==> src/rtl/entrada_fisica_debounce_pkg.sv <==
// Shared constants and helpers for the physical-input conditioner.
//   CLK_HZ           : board system clock frequency
//   CNT_MAX_DEFAULT  : stable cycles needed to accept a level (10 ms at CLK_HZ)
//   clog2()          : ceiling log2, used to size the per-channel counters
package entrada_fisica_debounce_pkg;

  localparam int CLK_HZ          = 50_000_000;
  localparam int CNT_MAX_DEFAULT = CLK_HZ / 100;

  function automatic int clog2(input longint unsigned value);
    int              bits;
    longint unsigned v;
    bits = 0;
    v    = value - 1;
    while (v > 0) begin
      bits = bits + 1;
      v    = v >> 1;
    end
    return bits;
  endfunction

endpackage

==> src/rtl/entrada_fisica_debounce_if.sv <==
// Signal bundle between the board pins and the core.
//   raw_in  : raw pin levels, asynchronous to clk
//   level   : debounced, polarity-corrected level (1 = pressed/active)
//   rise    : one-cycle pulse when level goes 0->1
//   fall    : one-cycle pulse when level goes 1->0
//   changed : OR of every rise/fall bit in the same cycle
// master drives the pins and consumes the results; slave is the conditioner.
interface entrada_fisica_debounce_if #(
  parameter int N_IN = 4
);

  logic [N_IN-1:0] raw_in;
  logic [N_IN-1:0] level;
  logic [N_IN-1:0] rise;
  logic [N_IN-1:0] fall;
  logic            changed;

  modport master (output raw_in, input level, rise, fall, changed);
  modport slave  (input raw_in, output level, rise, fall, changed);

endinterface

==> src/rtl/entrada_fisica_debounce_canal.sv <==
// One debounced input channel: two-flop synchroniser, polarity correction,
// stability counter, accepted level and registered edge pulses.
//   clk, rst_n : system clock, asynchronous active-low reset
//   raw        : raw pin level, asynchronous to clk
//   level      : accepted level (1 = active)
//   rise, fall : one-cycle pulses coincident with the first cycle of a new level
module debounce_canal
  import entrada_fisica_debounce_pkg::*;
#(
  parameter int CNT_MAX = CNT_MAX_DEFAULT,
  parameter bit INV     = 1'b0
) (
  input  logic clk,
  input  logic rst_n,
  input  logic raw,
  output logic level,
  output logic rise,
  output logic fall
);

  localparam int               CNT_W    = clog2(CNT_MAX + 1);
  localparam logic [CNT_W-1:0] CNT_LAST = CNT_W'(CNT_MAX - 1);

  logic             sync1;
  logic             sync2;
  logic             norm;
  logic [CNT_W-1:0] cnt;

  // Synchroniser resets to the pin's idle level so release never looks like a press.
  always_ff @(posedge clk or negedge rst_n) begin
    if (!rst_n) begin
      sync1 <= INV;
      sync2 <= INV;
    end else begin
      sync1 <= raw;
      sync2 <= sync1;
    end
  end

  assign norm = sync2 ^ INV;

  // Any sample agreeing with the current level restarts the whole window.
  always_ff @(posedge clk or negedge rst_n) begin
    if (!rst_n) begin
      cnt   <= '0;
      level <= 1'b0;
      rise  <= 1'b0;
      fall  <= 1'b0;
    end else begin
      rise <= 1'b0;
      fall <= 1'b0;
      if (norm == level) begin
        cnt <= '0;
      end else if (cnt == CNT_LAST) begin
        cnt   <= '0;
        level <= norm;
        rise  <= norm;
        fall  <= ~norm;
      end else begin
        cnt <= cnt + 1'b1;
      end
    end
  end

endmodule

==> src/rtl/entrada_fisica_debounce.sv <==
// Input-side conditioner for switches and push-buttons: N_IN independent
// debounced channels plus a combined "something changed" pulse.
//   clk, rst_n : system clock, asynchronous active-low reset
//   bus        : slave side of entrada_fisica_debounce_if (raw_in in;
//                level, rise, fall, changed out)
// ACTIVE_LOW_MASK bit i set means pin i reads 0 when pressed.
module entrada_fisica_debounce
  import entrada_fisica_debounce_pkg::*;
#(
  parameter int              N_IN            = 4,
  parameter int              CNT_MAX         = CNT_MAX_DEFAULT,
  parameter logic [N_IN-1:0] ACTIVE_LOW_MASK = N_IN'(1)
) (
  input logic                        clk,
  input logic                        rst_n,
  entrada_fisica_debounce_if.slave   bus
);

  logic [N_IN-1:0] level_v;
  logic [N_IN-1:0] rise_v;
  logic [N_IN-1:0] fall_v;

  for (genvar i = 0; i < N_IN; i++) begin : g_canal
    debounce_canal #(
      .CNT_MAX (CNT_MAX),
      .INV     (ACTIVE_LOW_MASK[i])
    ) u_canal (
      .clk   (clk),
      .rst_n (rst_n),
      .raw   (bus.raw_in[i]),
      .level (level_v[i]),
      .rise  (rise_v[i]),
      .fall  (fall_v[i])
    );
  end

  assign bus.level   = level_v;
  assign bus.rise    = rise_v;
  assign bus.fall    = fall_v;
  assign bus.changed = |(rise_v | fall_v);

endmodule

==> src/flat_wrapper.sv <==
// flat-port wrapper written by rule: the top's interface ports become plain ports
module entrada_fisica_debounce_flat import entrada_fisica_debounce_pkg::*;
#(
  parameter int              N_IN            = 4,
  parameter int              CNT_MAX         = CNT_MAX_DEFAULT,
  parameter logic [N_IN-1:0] ACTIVE_LOW_MASK = N_IN'(1)
)
  (clk, rst_n, bus_raw_in, bus_level, bus_rise, bus_fall, bus_changed);
  entrada_fisica_debounce_if #(.N_IN(N_IN)) bus_i ();
  input logic clk;
  input logic rst_n;
  input wire logic [$bits(bus_i.raw_in)-1:0] bus_raw_in;
  output wire logic [$bits(bus_i.level)-1:0] bus_level;
  output wire logic [$bits(bus_i.rise)-1:0] bus_rise;
  output wire logic [$bits(bus_i.fall)-1:0] bus_fall;
  output wire logic [$bits(bus_i.changed)-1:0] bus_changed;
  assign bus_i.raw_in = bus_raw_in;
  assign bus_level = bus_i.level;
  assign bus_rise = bus_i.rise;
  assign bus_fall = bus_i.fall;
  assign bus_changed = bus_i.changed;
  entrada_fisica_debounce #(.N_IN(N_IN), .CNT_MAX(CNT_MAX), .ACTIVE_LOW_MASK(ACTIVE_LOW_MASK)) u_core (.clk(clk), .rst_n(rst_n), .bus(bus_i));
endmodule
==> config.mk <==
export PLATFORM = sky130hd
export DESIGN_NAME = entrada_fisica_debounce_flat
export DESIGN_NICKNAME = d
export VERILOG_FILES = /design/src/rtl/entrada_fisica_debounce_pkg.sv /design/src/rtl/entrada_fisica_debounce_if.sv /design/src/rtl/entrada_fisica_debounce_canal.sv /design/src/rtl/entrada_fisica_debounce.sv /design/src/flat_wrapper.sv
export SDC_FILE = /design/constraint.sdc
export NUM_CORES = 1
export LEC_CHECK = 0
export CORE_MARGIN = 2
export CORE_UTILIZATION = 25
export CTS_BUF_LIST = sky130_fd_sc_hd__clkbuf_4
export CTS_CLUSTER_DIAMETER = 200
export CTS_CLUSTER_SIZE = 8
export DETAILED_ROUTE_END_ITERATION = 10
export PLACE_DENSITY_LB_ADDON = 0.15
export SYNTH_ARGS = -nofsm -noshare
export SYNTH_HDL_FRONTEND = slang
export SYNTH_HIERARCHICAL = 1
export SYNTH_SLANG_ARGS = --single-unit
export TNS_END_PERCENT = 50
==> constraint.sdc <==
create_clock -name clk -period 2.3 [get_ports clk]
set_input_delay 0.69 -clock clk [delete_from_list [all_inputs] [get_ports clk]]
set_output_delay 0.69 -clock clk [all_outputs]
set_load 0.01 [all_outputs]
==> flow_metrics.env, run 1 <==
export IMPL_vias_per_cell=4.58
export IMPL_r2r_start="u_core/g_canal[0].u_canal/cnt[14]"
export IMPL_ys_top_cells_by_area="dfrtp_1 51%, xnor2_1 8.8%, nor2_1 5.6%, nand4_1 4.2%, xor2_1 3.0%"
export IMPL_finalHoldViolCount=0
export IMPL_rows=49
export IMPL_ys_seq_area_share_pct=52.3
export IMPL_cp_required_ns=1.61
export IMPL_root_buffer="clkbuf_4"
export IMPL_report_final_slew_viol_count=0
export IMPL_rsz0062_at_grt="no"
export IMPL_grt_pass1_vias=3345
export IMPL_rr_endpoint="u_core/g_canal[0].u_canal/cnt[10]"
export IMPL_postSynthAreaPerCell_um2=10.3
export IMPL_vias=3280
export IMPL_die_w_um=140
export IMPL_areaGrowthSynthToFinish_pct=15.1
export IMPL_grt_max_degree=97
export IMPL_final_antenna_net_count=0
export IMPL_drive_above_1_share_pct=11.9
export IMPL_routed_wl_um=9630
export IMPL_netlist_area_leader_share_pct=51.2
export IMPL_synth_main_ff_cell="dfrtp_1"
export IMPL_initial_core_util_pct=25.5
export IMPL_worstHoldPathType="input port to async pin"
export IMPL_r2r_cells=5
export IMPL_syn_nets=458
export IMPL_grt_pass1_wl_um=16800
export IMPL_p_leak_nw=2.00
export IMPL_max_freq_mhz=457
export IMPL_yosys_warnings=6
export IMPL_cts_clk_slew_worst_paths_ns=0.15
export IMPL_n_fill_cell=1903
export IMPL_critPathKind="flip-flop to output port"
export IMPL_synth_largest_area_cell="dfrtp_1"
export IMPL_tns_ns=0
export IMPL_final_setup_viol_count=0
export IMPL_drtIter0Drc=173
export IMPL_cts_tree="yes"
export IMPL_synth_seq_cells=96
export IMPL_maxCapViolations=0
export IMPL_cp_slowest_cell="clkdlybuf4s50_1"
export IMPL_synthCells=448
export IMPL_cp_start_kind="flip-flop"
export IMPL_status="finished clean"
export IMPL_synth_edf_count=0
export IMPL_cts_hold_fix_buffers=0
export IMPL_htree_num_levels=3
export IMPL_fin_skew_ns=0.0252
export IMPL_fin_crit_sh_pct=95.2
export IMPL_finalNetCount=491
export IMPL_design_portCount=19
export IMPL_powerDensity_mw_per_mm2=530
export IMPL_clock_sinks=96
export IMPL_final_min_clock_period_ns=2.19
export IMPL_antenna_found_initial=1
export IMPL_cts_made_buffers=9
export IMPL_synth_cell_type_count=37
export IMPL_worst_pin_slew_ns=0.530
export IMPL_synthArstFlopShare_pct=100
export IMPL_globalplace_congestion=0.795
export IMPL_clock_latency_ns=0.47
export IMPL_die_y_um=140
export IMPL_relSlewSlack_pct=64.7
export IMPL_utilization_pct=29.4
export IMPL_synth_area_mm2=0.00460
export IMPL_first_pass_iters=4
export IMPL_hpwl_um=6690
export IMPL_cts_max_path_buffers=2
export IMPL_critPathArrivalTime_ns=1.50
export IMPL_slowest_delay_ns=0.58
export IMPL_grt_overflow=0
export IMPL_critPathBufInv=1
export IMPL_coreArea_mm2=0.0180
export IMPL_dieArea_mm2=0.0195
export IMPL_post_drt_wl_per_cell_um=13.4
export IMPL_crit_family="buffers and inverters"
export IMPL_drcViolationCount=0
export IMPL_port_buffers=18
export IMPL_grt_usage_pct=10.6
export IMPL_crit_fanout=5
export IMPL_irDropWorstVdd_v=0.000201
export IMPL_rrSetupSlack_ns=0.16
export IMPL_cp_end_kind="output port"
export IMPL_path_cells="clkdlybuf4s50_1"
[synth_stat cells, drive strengths merged (4+ instances only)]
cell   instances
nor4b          6
a31o           4
nor3b          6
inv           14
nand3         23
or3            4
nor2          69
ha             4
xnor2         46
nand4         35
o21ai          7
and2           5
a21oi         10
o31ai          4
xor2          16
nor4          15
buf            8
nor3          22
and4           4
dfrtp         94
or4            7
nand2         30
[cells by family (layout without fill, tap and decap cells)]
| kind of cell | after synthesis | count (layout) | share of synthesized area, % |
|---|---|---|---|
| flops | 96 | 96 | 52.3 |
| fa+ha+maj | 4 | 4 | 1.09 |
| simple gates | 233 | 233 | 27.0 |
| mux | 3 | 3 | 0.735 |
| compound gates | 25 | 25 | 4.65 |
| xor+xnor | 62 | 62 | 11.8 |
| buf+inv | 25 | 63 | 2.39 |
| other cells | 0 | 1 | 0 |
[per-layer routing]
metal	share of wire, %	track usage (%)
met5	0	0
met4	1.6	5.05
met3	3.2	2.41
met2	46	16.4
met1	49	14.3
[placed cells by master (no fill, tap or decap), types with 15 or more instances in the layout]
cell             instances
dfrtp_1                 93
nor2_1                  69
xnor2_1                 46
nand4_1                 31
nand2_1                 30
nand3_1                 23
nor3_1                  22
xor2_1                  16
clkdlybuf4s50_1         15
buf_4                   15
[area by class of cell]
| cell class | count | area (um^2) | area share (%) |
|---|---|---|---|
| well taps | 229 | 287 | 5.41 |
| clock buffers | 9 | 67.6 | 1.28 |
| multi-input cells | 327 | 2100 | 39.6 |
| flip-flops and latches | 96 | 2410 | 45.5 |
| inverters | 14 | 52.6 | 0.993 |
| clock inverters | 7 | 71.3 | 1.35 |
| repair buffers | 33 | 308 | 5.82 |
| diodes | 1 | 2.50 | 0.0473 |
[metrics by stage]
step | worst slack, ns | area, um^2 | hold WS, ns | total power, mW | instances
finish | 0.111 | 5290 | 0.229 | 2.80 | 716
global placement | 0.172 | 5130 | 0.334 | 1.90 | 698
detailed placement | 0.139 | 5130 | 0.336 | 1.90 | 698
floorplan | 0.230 | 4600 | 0.331 | 1.82 | 448
global route | 0.0106 | 5290 | 0.217 | 2.95 | 716
CTS | 0.0277 | 5290 | 0.238 | 2.87 | 715
[worst max path at each step]
stage                                                 start                                 to  cells after the start
after floorplan           u_core/g_canal[0].u_canal/cnt[14]  u_core/g_canal[0].u_canal/cnt[10]                      6
after global placement       u_core/g_canal[3].u_canal/fall                        bus_changed                      3
after detailed placement     u_core/g_canal[3].u_canal/fall                        bus_changed                      3
after CTS                    u_core/g_canal[1].u_canal/rise                        bus_changed                      3
after global routing        u_core/g_canal[0].u_canal/level                       bus_level[0]                      1
final                       u_core/g_canal[1].u_canal/level                       bus_level[1]                      1
[registers in the layout (all words and copies together) (netlist names)]
signal / flops
u_core/g_canal.u_canal/norm: 3
u_core/g_canal.u_canal/fall: 4
u_core/g_canal.u_canal/sync2: 1
u_core/g_canal.u_canal/sync1: 4
u_core/g_canal.u_canal/cnt: 76
u_core/g_canal.u_canal/level: 4
u_core/g_canal.u_canal/rise: 4
[what timing repair did]
item                       4_1_cts  5_1_grt
resized for setup                7        1
pin swaps                        1        0
setup endpoints to repair        1        1
setup buffers                    1        0
[where the power goes]
| part | total (mW) | internal (mW) | switching [mW] | leakage (nW) |
|---|---|---|---|---|
| sequential | 1.74 | 1.71 | 0.0299 | 1.31 |
| combinational | 0.118 | 0.0432 | 0.0752 | 0.620 |
| clock | 0.941 | 0.332 | 0.610 | 0.0700 |
Note: power is estimated with default switching activity, not from simulation.
==> run 2, diff against run 1 <==
--- a/config.mk
+++ b/config.mk
@@ -11,7 +11,8 @@
 export CTS_CLUSTER_DIAMETER = 200
 export CTS_CLUSTER_SIZE = 8
 export DETAILED_ROUTE_END_ITERATION = 10
-export PLACE_DENSITY_LB_ADDON = 0.15
+export PLACE_DENSITY = 0.48
+export RECOVER_POWER = 25
 export SYNTH_ARGS = -nofsm -noshare
 export SYNTH_HDL_FRONTEND = slang
 export SYNTH_HIERARCHICAL = 1
==> run 2 against run 1 <==
Clock power down 15%. Die area unchanged. Cell area down 0.57%. Register-to-register slack about the same. Sequential share of layout area up 0.26 points. First-iteration DRC count down 5.8%. Power down 5.3%.
==> flow_metrics.env, run 2 (synthesis gave the netlist of run 1 again) <==
export IMPL_die_y_um=140
export IMPL_p_leak_nw=1.99
export IMPL_grt_pass1_wl_um=16600
export IMPL_post_drt_wl_per_cell_um=13.4
export IMPL_globalplace_congestion=0.829
export IMPL_relSlewSlack_pct=27.1
export IMPL_routed_wl_um=9590
export IMPL_final_setup_viol_count=0
export IMPL_n_fill_cell=1926
export IMPL_crit_fanout=2
export IMPL_worst_hold_startpoint="u_core/g_canal[0].u_canal/sync1"
export IMPL_fin_crit_sh_pct=95.0
export IMPL_mostFrequentLayoutCells="93 x dfrtp_1, 69 x nor2_1, 46 x xnor2_1, 31 x nand4_1, 29 x nand2_1"
export IMPL_rrSetupSlack_ns=0.17
export IMPL_cts_made_buffers=9
export IMPL_finalHoldViolCount=0
export IMPL_finalNetCount=491
export IMPL_post_cts_setup_buffer_count=0
export IMPL_rsz0062_at_grt="yes"
export IMPL_maxCapViolations=0
export IMPL_max_freq_mhz=458
export IMPL_vias_per_cell=4.68
export IMPL_r2r_start="u_core/g_canal[0].u_canal/cnt[14]"
export IMPL_worst_pin_slew_ns=1.09
export IMPL_root_buffer="clkbuf_4"
export IMPL_dp_cells=699
export IMPL_design_portCount=19
export IMPL_irDropWorstVdd_v=0.000247
export IMPL_vias=3348
export IMPL_initial_core_util_pct=25.5
export IMPL_clock_latency_ns=0.46
export IMPL_areaGrowthSynthToFinish_pct=14.4
export IMPL_final_antenna_net_count=0
export IMPL_fin_skew_ns=0.0115
export IMPL_largest_reg_flops=76
export IMPL_critPathArrivalTime_ns=1.50
export IMPL_htree_num_levels=3
export IMPL_final_min_clock_period_ns=2.19
export IMPL_first_pass_iters=4
export IMPL_top_register="u_core/g_canal.u_canal/cnt"
export IMPL_final_cells=716
export IMPL_drtIter0Drc=163
export IMPL_cp_start_kind="flip-flop"
export IMPL_antenna_found_initial=1
export IMPL_grt_pass1_vias=3340
export IMPL_hpwl_um=6790
export IMPL_tns_ns=0
export IMPL_report_final_slew_viol_count=0
export IMPL_cts_max_path_buffers=2
export IMPL_coreArea_mm2=0.0180
export IMPL_rr_endpoint="u_core/g_canal[0].u_canal/cnt[3]"
export IMPL_critPathKind="flip-flop to output port"
export IMPL_totalPowerFinal_mw=2.66
export IMPL_rows=49
export IMPL_grt_max_degree=40
export IMPL_utilization_pct=29.2
export IMPL_dp_slack_ns=0.186
export IMPL_cts_tree="yes"
export IMPL_cp_required_ns=1.61
export IMPL_fin_area_mm2=0.00526
export IMPL_worst_slack_ns=0.115
export IMPL_drive_above_1_share_pct=11.9
export IMPL_dpl_cell_area_mm2=0.00514
export IMPL_powerDensity_mw_per_mm2=505
export IMPL_layout_commonest_cell="dfrtp_1"
export IMPL_die_w_um=140
export IMPL_crit_start="u_core/g_canal[3].u_canal/fall"
export IMPL_endpoint="bus_changed"
export IMPL_slowest_delay_ns=0.41
export IMPL_drcViolationCount=0
export IMPL_dieArea_mm2=0.0195
export IMPL_worstHoldPathType="flip-flop to flip-flop"
export IMPL_grt_usage_pct=10.6
export IMPL_r2r_cells=5
export IMPL_status="finished clean"
export IMPL_cts_clk_slew_worst_paths_ns=0.13
export IMPL_grt_overflow=0
export IMPL_path_cells="nor4_2, buf_4, nand2_2, buf_6"
export IMPL_clock_sinks=96
export IMPL_cp_end_kind="output port"
export IMPL_port_buffers=18
export IMPL_cp_slowest_cell="dfrtp_1"
export IMPL_whs_ns=0.365
-- run 2: cell count changes in the layout (fill, tap and decap cells not counted), sizes merged --
cell	previous run	this run
buf	18	15
bufinv	1	0
clkbuf	9	13
clkdlybuf4s50	15	12
clkinv	3	5
clkinvlp	2	0
dlygate4sd3	0	4
inv	15	14
-- run 2: area by class of cell --
cell class / count / area [um^2] / area share (%)
well taps: 229 / 287 / 5.44
diodes: 1 / 2.50 / 0.0476
inverters: 14 / 52.6 / 0.999
repair buffers: 33 / 310 / 5.90
flip-flops and latches: 96 / 2410 / 45.7
multi-input cells: 327 / 2100 / 39.9
clock inverters: 5 / 23.8 / 0.452
clock buffers: 11 / 82.6 / 1.57
-- run 2: repair_timing --
action / CTS / global route
hold buffers: 0 / 0
gates resized for setup: 6 / 3
pin swaps: 1 / 1
endpoints found under the setup margin: 1 / 2
-- run 2: worst min-delay path by stage --
stage                     slack [ns]                                end  cells past startpoint
after CTS                       0.18  u_core/g_canal[1].u_canal/cnt[15]                      1
final                           0.37    u_core/g_canal[0].u_canal/sync2                      0
after floorplan                 0.33     u_core/g_canal[1].u_canal/norm                      0
after global placement          0.34     u_core/g_canal[2].u_canal/norm                      0
after global routing            0.37    u_core/g_canal[0].u_canal/sync2                      0
after detailed placement        0.34     u_core/g_canal[2].u_canal/norm                      0
-- run 2: power breakdown --
group | internal, mW | switching, mW
clock | 0.237 | 0.559
combinational | 0.0409 | 0.0769
sequential | 1.71 | 0.0292
-- run 2: worst max-delay path: cells and delay by family (launching register included) --
kind	cells	cell delay [ns]
buf+inv	2	0.30
flops	1	0.41
simple gates	2	0.33
-- run 2: routing by layer --
layer  track usage [%]  routed length (um)
met5                 0                   0
met4              3.84                 148
met3              3.65                 438
met2              16.5                4390
met1              13.7                4620
==> run 3, diff against run 2 <==
--- a/config.mk
+++ b/config.mk
@@ -8,7 +8,6 @@
 export CORE_MARGIN = 2
 export CORE_UTILIZATION = 25
 export CTS_BUF_LIST = sky130_fd_sc_hd__clkbuf_4
-export CTS_CLUSTER_DIAMETER = 200
 export CTS_CLUSTER_SIZE = 8
 export DETAILED_ROUTE_END_ITERATION = 10
 export PLACE_DENSITY = 0.48
==> results of run 3 <==
The final DEF is identical to that of run 2; final timing and power are the same.
